### config.mk
export PLATFORM = sky130hd
export DESIGN_NAME = calculate_exp_mu
export DESIGN_NICKNAME = d
export VERILOG_FILES = /design/src/rtl/exp_mu_pkg.sv /design/src/rtl/expmu_fxmul.sv /design/src/rtl/calculate_exp_mu.sv
export SDC_FILE = /design/constraint.sdc
export NUM_CORES = 1
export LEC_CHECK = 0
export ABC_AREA = 1
export CAP_MARGIN = 20
export CORE_MARGIN = 10
export CORE_UTILIZATION = 58
export DETAILED_ROUTE_END_ITERATION = 10
export PLACE_DENSITY_LB_ADDON = 0.2
export SKIP_CTS_REPAIR_TIMING = 1
export SYNTH_ARGS = -nofsm -noshare
export SYNTH_HDL_FRONTEND = slang
export SYNTH_SLANG_ARGS = --single-unit
### constraint.sdc
create_clock -name CLK -period 9.4 [get_ports CLK]
set_clock_uncertainty 0.1 [all_clocks]
set_input_delay 2.35 -clock CLK [delete_from_list [all_inputs] [get_ports CLK]]
set_output_delay 2.35 -clock CLK [all_outputs]
set_load 0.02 [all_outputs]
### src/rtl/exp_mu_pkg.sv
// Shared constants and state encoding for the exp(-mu*s*k) table generator.
// Build option: EXPMU_ROUNDING_EN selects round-half-up on every product shift.
package exp_mu_pkg;
  localparam int DATA_W      = 18;
  localparam int ADDR_W      = 9;
  localparam int PROD_W      = 2 * DATA_W;
  localparam int SH_W        = 5;
  localparam int TABLE_DEPTH = 512;

  localparam logic [DATA_W:0]   ONE_Q18  = 19'd262144;
  localparam logic [DATA_W-1:0] ONE_Q17  = 18'd131072;
  localparam logic [DATA_W-1:0] INV6_Q18 = 18'd43691;
  localparam logic [DATA_W-1:0] MAX_Q18  = 18'd262143;

  // Half-LSB added ahead of the final >>1 steps done outside the multiplier.
`ifdef EXPMU_ROUNDING_EN
  localparam logic [DATA_W:0] HALF_LSB = 19'd1;
`else
  localparam logic [DATA_W:0] HALF_LSB = 19'd0;
`endif

  typedef enum logic [2:0] {
    IDLE, MUL_X, SQ, CUBE, BASE, RUN, DONE
  } state_t;
endpackage

### src/rtl/expmu_fxmul.sv
// 18x18 unsigned multiply followed by a variable right shift.
// Ports: a_i, b_i operands; sh_i shift amount; p_o shifted 36-bit product.
// Build option: EXPMU_ROUNDING_EN adds half an output LSB before shifting.
module expmu_fxmul
  import exp_mu_pkg::*;
(
  input  logic [DATA_W-1:0] a_i,
  input  logic [DATA_W-1:0] b_i,
  input  logic [SH_W-1:0]   sh_i,
  output logic [PROD_W-1:0] p_o
);
  logic [PROD_W-1:0] prod;

  always_comb begin
    prod = PROD_W'(a_i) * PROD_W'(b_i);
`ifdef EXPMU_ROUNDING_EN
    // Max product plus 2^17 still fits in 36 bits, so no carry-out to handle.
    if (sh_i != '0) prod = prod + (PROD_W'(1) << (sh_i - SH_W'(1)));
`endif
    p_o = prod >> sh_i;
  end
endmodule

### src/rtl/calculate_exp_mu.sv
// Streams oData[k] = exp(-mu*s*k), k = 0..511, as Q1.17 for a downstream RAM.
// The base factor comes from a 3-term Taylor series; entries are successive
// powers obtained by repeated multiplication on one shared multiplier.
// Ports: CLK, RSTn (sync, active low); iMu Q0.18, iS Q3.15, iStart pulse;
//        oData Q1.17, oAddr index, oValid strobe, oDone one-cycle end pulse.
// Build option: EXPMU_ROUNDING_EN selects round-half-up instead of truncation.
module calculate_exp_mu
  import exp_mu_pkg::*;
(
  input  logic              CLK,
  input  logic              RSTn,
  input  logic [DATA_W-1:0] iMu,
  input  logic [DATA_W-1:0] iS,
  input  logic              iStart,
  output logic [DATA_W-1:0] oData,
  output logic [ADDR_W-1:0] oAddr,
  output logic              oValid,
  output logic              oDone
);
  state_t state_q, state_d;
  logic [DATA_W-1:0] mu_q, s_q, x_q, x2_q, x3_q, r_q, acc_q;
  logic [ADDR_W-1:0] k_q;

  logic [DATA_W-1:0] mul_a, mul_b;
  logic [SH_W-1:0]   mul_sh;
  logic [PROD_W-1:0] mul_p;
  logic [DATA_W-1:0] x_sat;
  logic [DATA_W:0]   x2_half, r18, r18_rnd;
  logic [DATA_W-1:0] r_d;
  logic              last_k;

  expmu_fxmul u_mul (.a_i(mul_a), .b_i(mul_b), .sh_i(mul_sh), .p_o(mul_p));

  // Operand steering: each state owns the multiplier for its one product.
  always_comb begin
    mul_a  = '0;
    mul_b  = '0;
    mul_sh = '0;
    case (state_q)
      MUL_X: begin mul_a = mu_q;  mul_b = s_q;      mul_sh = SH_W'(15); end
      SQ:    begin mul_a = x_q;   mul_b = x_q;      mul_sh = SH_W'(18); end
      CUBE:  begin mul_a = x2_q;  mul_b = x_q;      mul_sh = SH_W'(18); end
      BASE:  begin mul_a = x3_q;  mul_b = INV6_Q18; mul_sh = SH_W'(18); end
      RUN:   begin mul_a = acc_q; mul_b = r_q;      mul_sh = SH_W'(17); end
      default: ;
    endcase
  end

  // mu*s can reach ~2^21 after >>15; saturate to the largest Q0.18 value.
  assign x_sat = (|mul_p[PROD_W-1:DATA_W]) ? MAX_Q18 : mul_p[DATA_W-1:0];

  // r18 = 1 - x + x^2/2 - x^3/6 in Q1.18. Intermediates may wrap mod 2^19,
  // but the final value is always within 0..262144.
  always_comb begin
    x2_half = (DATA_W+1)'({1'b0, x2_q} + HALF_LSB) >> 1;
    r18     = ONE_Q18 - {1'b0, x_q} + x2_half - {1'b0, mul_p[DATA_W-1:0]};
    r18_rnd = r18 + HALF_LSB;
    r_d     = DATA_W'(r18_rnd >> 1);
  end

  assign last_k = (k_q == ADDR_W'(TABLE_DEPTH - 1));

  always_comb begin
    state_d = state_q;
    case (state_q)
      IDLE:    if (iStart) state_d = MUL_X;
      MUL_X:   state_d = SQ;
      SQ:      state_d = CUBE;
      CUBE:    state_d = BASE;
      BASE:    state_d = RUN;
      RUN:     if (last_k) state_d = DONE;
      DONE:    state_d = IDLE;
      default: state_d = IDLE;
    endcase
  end

  always_ff @(posedge CLK) begin
    if (!RSTn) begin
      state_q <= IDLE;
      mu_q    <= '0;
      s_q     <= '0;
      x_q     <= '0;
      x2_q    <= '0;
      x3_q    <= '0;
      r_q     <= '0;
      acc_q   <= '0;
      k_q     <= '0;
    end else begin
      state_q <= state_d;
      case (state_q)
        IDLE:  if (iStart) begin mu_q <= iMu; s_q <= iS; end
        MUL_X: x_q  <= x_sat;
        SQ:    x2_q <= mul_p[DATA_W-1:0];
        CUBE:  x3_q <= mul_p[DATA_W-1:0];
        BASE: begin
          r_q   <= r_d;
          acc_q <= ONE_Q17;
          k_q   <= '0;
        end
        // The last entry is left on oData/oAddr so they hold afterwards.
        RUN: if (!last_k) begin
          acc_q <= mul_p[DATA_W-1:0];
          k_q   <= k_q + ADDR_W'(1);
        end
        default: ;
      endcase
    end
  end

  assign oData  = acc_q;
  assign oAddr  = k_q;
  assign oValid = (state_q == RUN);
  assign oDone  = (state_q == DONE);
endmodule

==> summary.md, run 1 <==
| Metric | Value |
|---|---|
| Flop-to-flop setup slack | `0.16 ns` |
| Final setup fails | `0` |
| Slew @ Worst Pin | `1.09 ns` |
| CP Capture Type | `flop` |
| Worst-case reg-to-reg path depth | `50` |
| DRC viols | `0` |
| WS Path Type | `flop to flop` |
| Clock Pin Slew Worst Setup and Hold Paths | `0.07 ns` |
| Antenna Nets Post-Route | `0` |
| Yosys reg bits | `138` |
| Hold Path Stages | `2` |
| Max-slew violation count | `0` |
| Final-layout fill cell count | `2,570` |
| Root Buffer | `clkbuf_16` |
| Outcome | `finished clean` |
| Count of final hold-check violations | `0` |
| Initial antenna violation count | `0` |
| Starting Density | `0.586` |
| Fin nets | `3,634` |
| Synthesized netlist net count | `3,257` |
| Antenna Cells | `0` |
| Crit-path max FO | `8` |
| Post-Synthesis Cells | `2,814` |
| Final HPWL DP | `58.2 mm` |
| Drt total wl | `73.0 mm` |
| Fmax | `0.108 GHz` |
| Post-route insts no fill | `3,652` |
| Vias per cell | `5.60` |
| Via count | `20,463` |
| Final Cycle Share | `0.982` |
| Reg-to-Reg Start | `state_q[1]$_SDFFE_PN0P_` |
| Drt wl/cell | `20.0 µm` |
| Most common cell after layout, fill and taps aside | `inv_1` |
| Max_slew headroom | `0.270` |
| Post-synth EDFFs | `0` |
| Met3 usage | `0.0815` |
| CTS tree | `done` |
| Total Power | `4100 µW` |
| Row cnt | `67` |
| Die Height | `204 µm` |
| Commonest non-fill, non-tap cells in the layout | `inv_1 (624), nand2_1 (548), buf_4 (361)` |
| Met2 Resource Use GR | `0.511` |
| Yosys warns | `0` |
| Met1 Use GR | `0.468` |
| Total die area | `41,600 µm²` |
| PD cells | `162 nW/µm²` |
| Largest net degree at the start of global routing | `79` |
| Placed insts | `3,573` |
| Leak | `0.0124 µW` |
| Avg Cell Area, Syn | `6.97 µm²` |
| Worst Path Required | `9.61 ns` |
| Busiest grt layer | `met2` |
| Synth cell types | `47` |
| CTS buffer count | `17` |
| Post-synthesis sequential area ratio | `0.141` |
| Port Buf Inserts | `67` |
| Slowest cell on crit path | `fa_1` |
| H-tree depth | `4` |
| First-pass GRT wire length | `111 mm` |
| Hold Path Origin | `mu_q[9]$_SDFFE_PN0P_` |
| Vias in the first global route | `20,228` |
| I/O pins | `68` |
| CORE AREA | `33,400 µm²` |
| Predominant post-synthesis flop cell | `dfxtp_1` |
| Critical path data arrival time | `9.44 ns` |
| Unrepaired setup endpoints after global routing | `true` |
| GRT Resource Usage Total | `0.342` |
| Mapped Area | `19,600 µm²` |
| Routability congestion estimate | `1.08` |
| Hold Slack | `0.358 ns` |
| Hold/Removal Path Class | `flop to flop` |
| VDD IR max | `0.000173 V` |
| Async SR Flop Fraction | `0` |
| Final core utilization | `0.757` |
| Area Overhead vs Synth | `29.0%` |
| Startpoint types | `flop` |
| Max_cap viols | `0` |
| Initial DRT Pass Iterations | `6` |
| Critical Path Max Stage Delay | `0.57 ns` |
| Worst-skew pair later-pin latency | `0.44 ns` |
| Initial DRC Count | `2,432` |
| Clock sinks | `138` |
| Global route total overflow | `0` |
| Share of cells above drive strength 1 | `0.214` |
| Tmin final | `9.24 ns` |
| R2R Path End | `r_q[15]$_SDFFE_PN0N_` |
| Hold path endpoint | `mu_q[9]$_SDFFE_PN0P_` |
| Clk buf depth | `2` |
| Die width | `204 µm` |
## cells by family (layout without fill, tap and decap cells)
| logic type | after synthesis | in the layout | share of synthesized area |
|---|---|---|---|
| AND/OR/NAND/NOR | 1095 | 1095 | 0.230 |
| buffers and inverters | 766 | 1156 | 0.149 |
| adder cells (fa/ha/maj) | 404 | 404 | 0.362 |
| AO/OA/AOI/OAI | 384 | 384 | 0.106 |
| flip-flops | 138 | 138 | 0.141 |
| XOR/XNOR | 27 | 27 | 0.0121 |
## metal layers
layer / part of all wire / wire length [µm]
met1: 0.40 / 29100
met2: 0.44 / 31800
met3: 0.12 / 8620
met4: 0.048 / 3500
met5: 0 / 0
## cell usage after synthesis (14+ instances only)
cell,count,area [µm²]
inv_1,646,2420
nand2_1,606,2270
nor2_1,301,1130
fa_1,273,5470
a21oi_1,169,846
o21ai_0,145,726
dfxtp_1,138,2760
ha_1,131,1640
nand3_1,123,616
clkbuf_1,78,293
buf_2,19,95.1
xor2_1,16,140
o211ai_1,15,113
nor3_1,14,70.1
o22ai_1,14,87.6
## state kept, by name, indices dropped and copies added, names as in the netlist
name     count
state_q      3
mu_q        18
x2_q        18
oData       18
x3_q        18
oAddr        9
r_q         18
s_q         18
x_q         18
## where the power goes
| part | internal (µW) | switching [µW] |
|---|---|---|
| Combinational | 1150 | 1580 |
| Clock | 406 | 287 |
| Sequential | 640 | 36.5 |
| Total | 2200 | 1900 |
## worst max-delay path: cells and delay by family, from the launching register on
kind	cells	cell delay (ns)
adders and majority gates	9	3.97
and+or+nand+nor	23	2.44
AOI/OAI and AO/OA	5	0.52
DFF	1	0.36
buffers and inverters	13	1.65
## cell type report
type | count | area [µm²] | share of cell area
inverters | 661 | 2520 | 0.0995
flip-flops and latches | 138 | 2770 | 0.110
multi-input cells | 1910 | 14900 | 0.590
clock inverters | 13 | 141 | 0.00559
repair buffers | 463 | 3930 | 0.155
clock buffers | 19 | 453 | 0.0179
well taps | 448 | 561 | 0.0221
## through the flow
stage | TNS (ns) | setup slack, ns | area, µm²
floorplan | 0 | 0.525 | 19600
global placement | -0.803 | -0.213 | 23200
detailed placement | -1.25 | -0.312 | 23200
CTS | -1.69 | -0.343 | 23800
global route | -0.952 | -0.223 | 25300
finish | 0 | 0.165 | 25300
## worst max path at each step
stage	from	endpoint	slack, ns	cells after the start
finish	state_q[1]$_SDFFE_PN0P_	r_q[15]$_SDFFE_PN0N_	0.16	50
global route	state_q[1]$_SDFFE_PN0P_	r_q[12]$_SDFFE_PN0N_	-0.22	49
CTS	state_q[1]$_SDFFE_PN0P_	r_q[15]$_SDFFE_PN0N_	-0.34	49
detailed placement	state_q[1]$_SDFFE_PN0P_	r_q[15]$_SDFFE_PN0N_	-0.31	49
global placement	state_q[1]$_SDFFE_PN0P_	r_q[15]$_SDFFE_PN0N_	-0.21	51
floorplan	state_q[1]$_SDFFE_PN0P_	r_q[12]$_SDFFE_PN0N_	0.52	45
Power figures use the tool's default switching activity.
==> run 2, diff against run 1 <==
--- a/config.mk
+++ b/config.mk
@@ -7,8 +7,9 @@
 export LEC_CHECK = 0
 export ABC_AREA = 1
 export CAP_MARGIN = 20
+export CORE_ASPECT_RATIO = 1.2
 export CORE_MARGIN = 10
-export CORE_UTILIZATION = 58
+export CORE_UTILIZATION = 60
 export DETAILED_ROUTE_END_ITERATION = 10
 export PLACE_DENSITY_LB_ADDON = 0.2
 export SKIP_CTS_REPAIR_TIMING = 1
==> constraint.sdc (replaced) <==
create_clock -name CLK -period 11.5 [get_ports CLK]
set_clock_uncertainty 0.1 [all_clocks]
set_input_delay 2.875 -clock CLK [delete_from_list [all_inputs] [get_ports CLK]]
set_output_delay 2.875 -clock CLK [all_outputs]
set_load 0.02 [all_outputs]
==> summary.md, run 2 (synthesis results as in run 1) <==
| Metric | Value |
|---|---|
| Via count | `19,340 (-5.5%)` |
| Critical Path Max Stage Delay | `0.69 ns (+0.12 ns)` |
| PD cells | `128 nW/µm² (-21%)` |
| Unrepaired setup endpoints after global routing | `false` |
| Total Power | `2800 µW (-32%)` |
| Global route total overflow | `0 (unchanged)` |
| Clk buf depth | `2 (unchanged)` |
| Antenna Cells | `0 (unchanged)` |
| Final core utilization | `0.677 (-0.0794)` |
| Port Buf Inserts | `67 (unchanged)` |
| Share of cells above drive strength 1 | `0.0644 (-0.150)` |
| Placed insts | `3,291 (-7.9%)` |
| Clock Pin Slew Worst Setup and Hold Paths | `0.06 ns (about the same)` |
| Vias per cell | `5.82 (+3.8%)` |
| DRC viols | `0 (unchanged)` |
| Outcome | `finished clean` |
| Antenna Nets Post-Route | `0 (unchanged)` |
| Total die area | `40,400 µm² (-2.9%)` |
| Commonest non-fill, non-tap cells in the layout | `inv_1 (646), nand2_1 (606), nor2_1 (297)` |
| Initial DRT Pass Iterations | `9 (+3)` |
| Slowest cell on crit path | `fa_1` |
| First-pass GRT wire length | `111 mm (+0.79%)` |
| Clock sinks | `138 (unchanged)` |
| Startpoint types | `flop` |
| I/O pins | `68 (unchanged)` |
| Fin nets | `3,347 (-7.9%)` |
| Count of final hold-check violations | `0 (unchanged)` |
| Worst-skew pair later-pin latency | `0.44 ns (about the same)` |
| Final setup TNS | `0 ns (unchanged)` |
| WS Path Type | `flop to flop` |
| Critical path data arrival time | `11.13 ns (+1.69 ns)` |
| H-tree depth | `4 (unchanged)` |
| Initial DRC Count | `1,930 (-21%)` |
| CTS buffer count | `17 (unchanged)` |
| Drt wl/cell | `21.8 µm (+9.0%)` |
| Final HPWL DP | `58.4 mm (+0.47%)` |
| Max_cap viols | `0 (unchanged)` |
| Post-route insts no fill | `3,324 (-9.0%)` |
| Die Height | `218 µm (+6.9%)` |
| Starting Density | `0.608 (+0.0218)` |
| Root Buffer | `clkbuf_16` |
| Drt total wl | `72.5 mm (-0.75%)` |
| Fmax | `0.0918 GHz (-15%)` |
| Row cnt | `72 (+7.5%)` |
| CORE AREA | `32,300 µm² (-3.6%)` |
| Hold/Removal Path Class | `flop to flop` |
| Leak | `0.0107 µW (-13%)` |
| Vias in the first global route | `19,736 (-2.4%)` |
| GRT Resource Usage Total | `0.366 (+0.0240)` |
| CTS tree | `done` |
| Tmin final | `10.90 ns (+1.66 ns)` |
| Largest net degree at the start of global routing | `79 (unchanged)` |
| Die width | `185 µm (-9.2%)` |
| Final setup fails | `0 (unchanged)` |
| Worst Path Required | `11.73 ns (+2.12 ns)` |
| Most common cell after layout, fill and taps aside | `inv_1` |
| Crit-path max FO | `18 (+10)` |
| Area Overhead vs Synth | `11.4%` |
| Slew @ Worst Pin | `1.02 ns (-0.0701 ns)` |
| Max_slew headroom | `0.317 (+0.0468)` |
| CP Capture Type | `flop` |
| Max-slew violation count | `0 (unchanged)` |
| Final Cycle Share | `0.947 (-0.0350)` |
| Initial antenna violation count | `0 (unchanged)` |
| VDD IR max | `0.000212 V (+23%)` |
| Routability congestion estimate | `1.08 (+0.50%)` |
| Crit path top cell by count | `inv_1` |
-- run 2: cell count changes in the layout (fill, tap and decap cells not counted), sizes merged --
cell      previous run  this run
clkinv               8         6
clkbuf              20        19
clkinvlp            10         5
inv                654       661
buf                395       109
-- run 2: path summary, 6_finish.rpt --
path | from | end | slack [ns] | depth (start not counted)
max | state_q[2]$_SDFFE_PN0P_ | r_q[12]$_SDFFE_PN0N_ | 0.60 | 42
min | mu_q[17]$_SDFFE_PN0P_ | mu_q[17]$_SDFFE_PN0P_ | 0.35 | 2
max reg2reg | state_q[2]$_SDFFE_PN0P_ | r_q[12]$_SDFFE_PN0N_ | 0.60 | 42
min reg2reg | mu_q[17]$_SDFFE_PN0P_ | mu_q[17]$_SDFFE_PN0P_ | 0.35 | 2
-- run 2: critical path, delay by kind of cell (launching register included) --
kind / cells / cell delay [ns]
xor+xnor: 1 / 0.19
compound gates: 7 / 1.39
buf+inv: 10 / 1.60
simple gates: 15 / 2.60
flops: 1 / 0.48
fa+ha+maj: 9 / 4.40
-- run 2: final cells by class --
class	instances	area (µm²)
sequential	138	2760
fill	2897	10400
clock inverter	13	143
inverter	661	2480
timing repair buffer	176	1510
tap	407	509
multi-input combinational	1910	14000
clock buffer	19	443
-- run 2: stage by stage --
step	cell area (µm²)	setup WS, ns	hold WS [ns]
finish	21800	0.604	0.350
global route	21800	0.208	0.376
CTS	21800	0.998	0.353
detailed placement	21200	1.07	0.339
global placement	21200	1.05	0.336
floorplan	19600	2.62	0.324
-- run 2: where the power goes --
group          leakage, µW  internal, µW  switching [µW]
Combinational      0.00932           612            1090
Sequential         0.00113           523            27.1
Clock             0.000272           326             227
-- run 2: layer usage --
| layer | wire (µm) | track usage |
|---|---|---|
| met1 | 24600 | 0.404 |
| met2 | 34900 | 0.609 |
| met3 | 6360 | 0.0698 |
| met4 | 6660 | 0.287 |
| met5 | 0 | 0 |
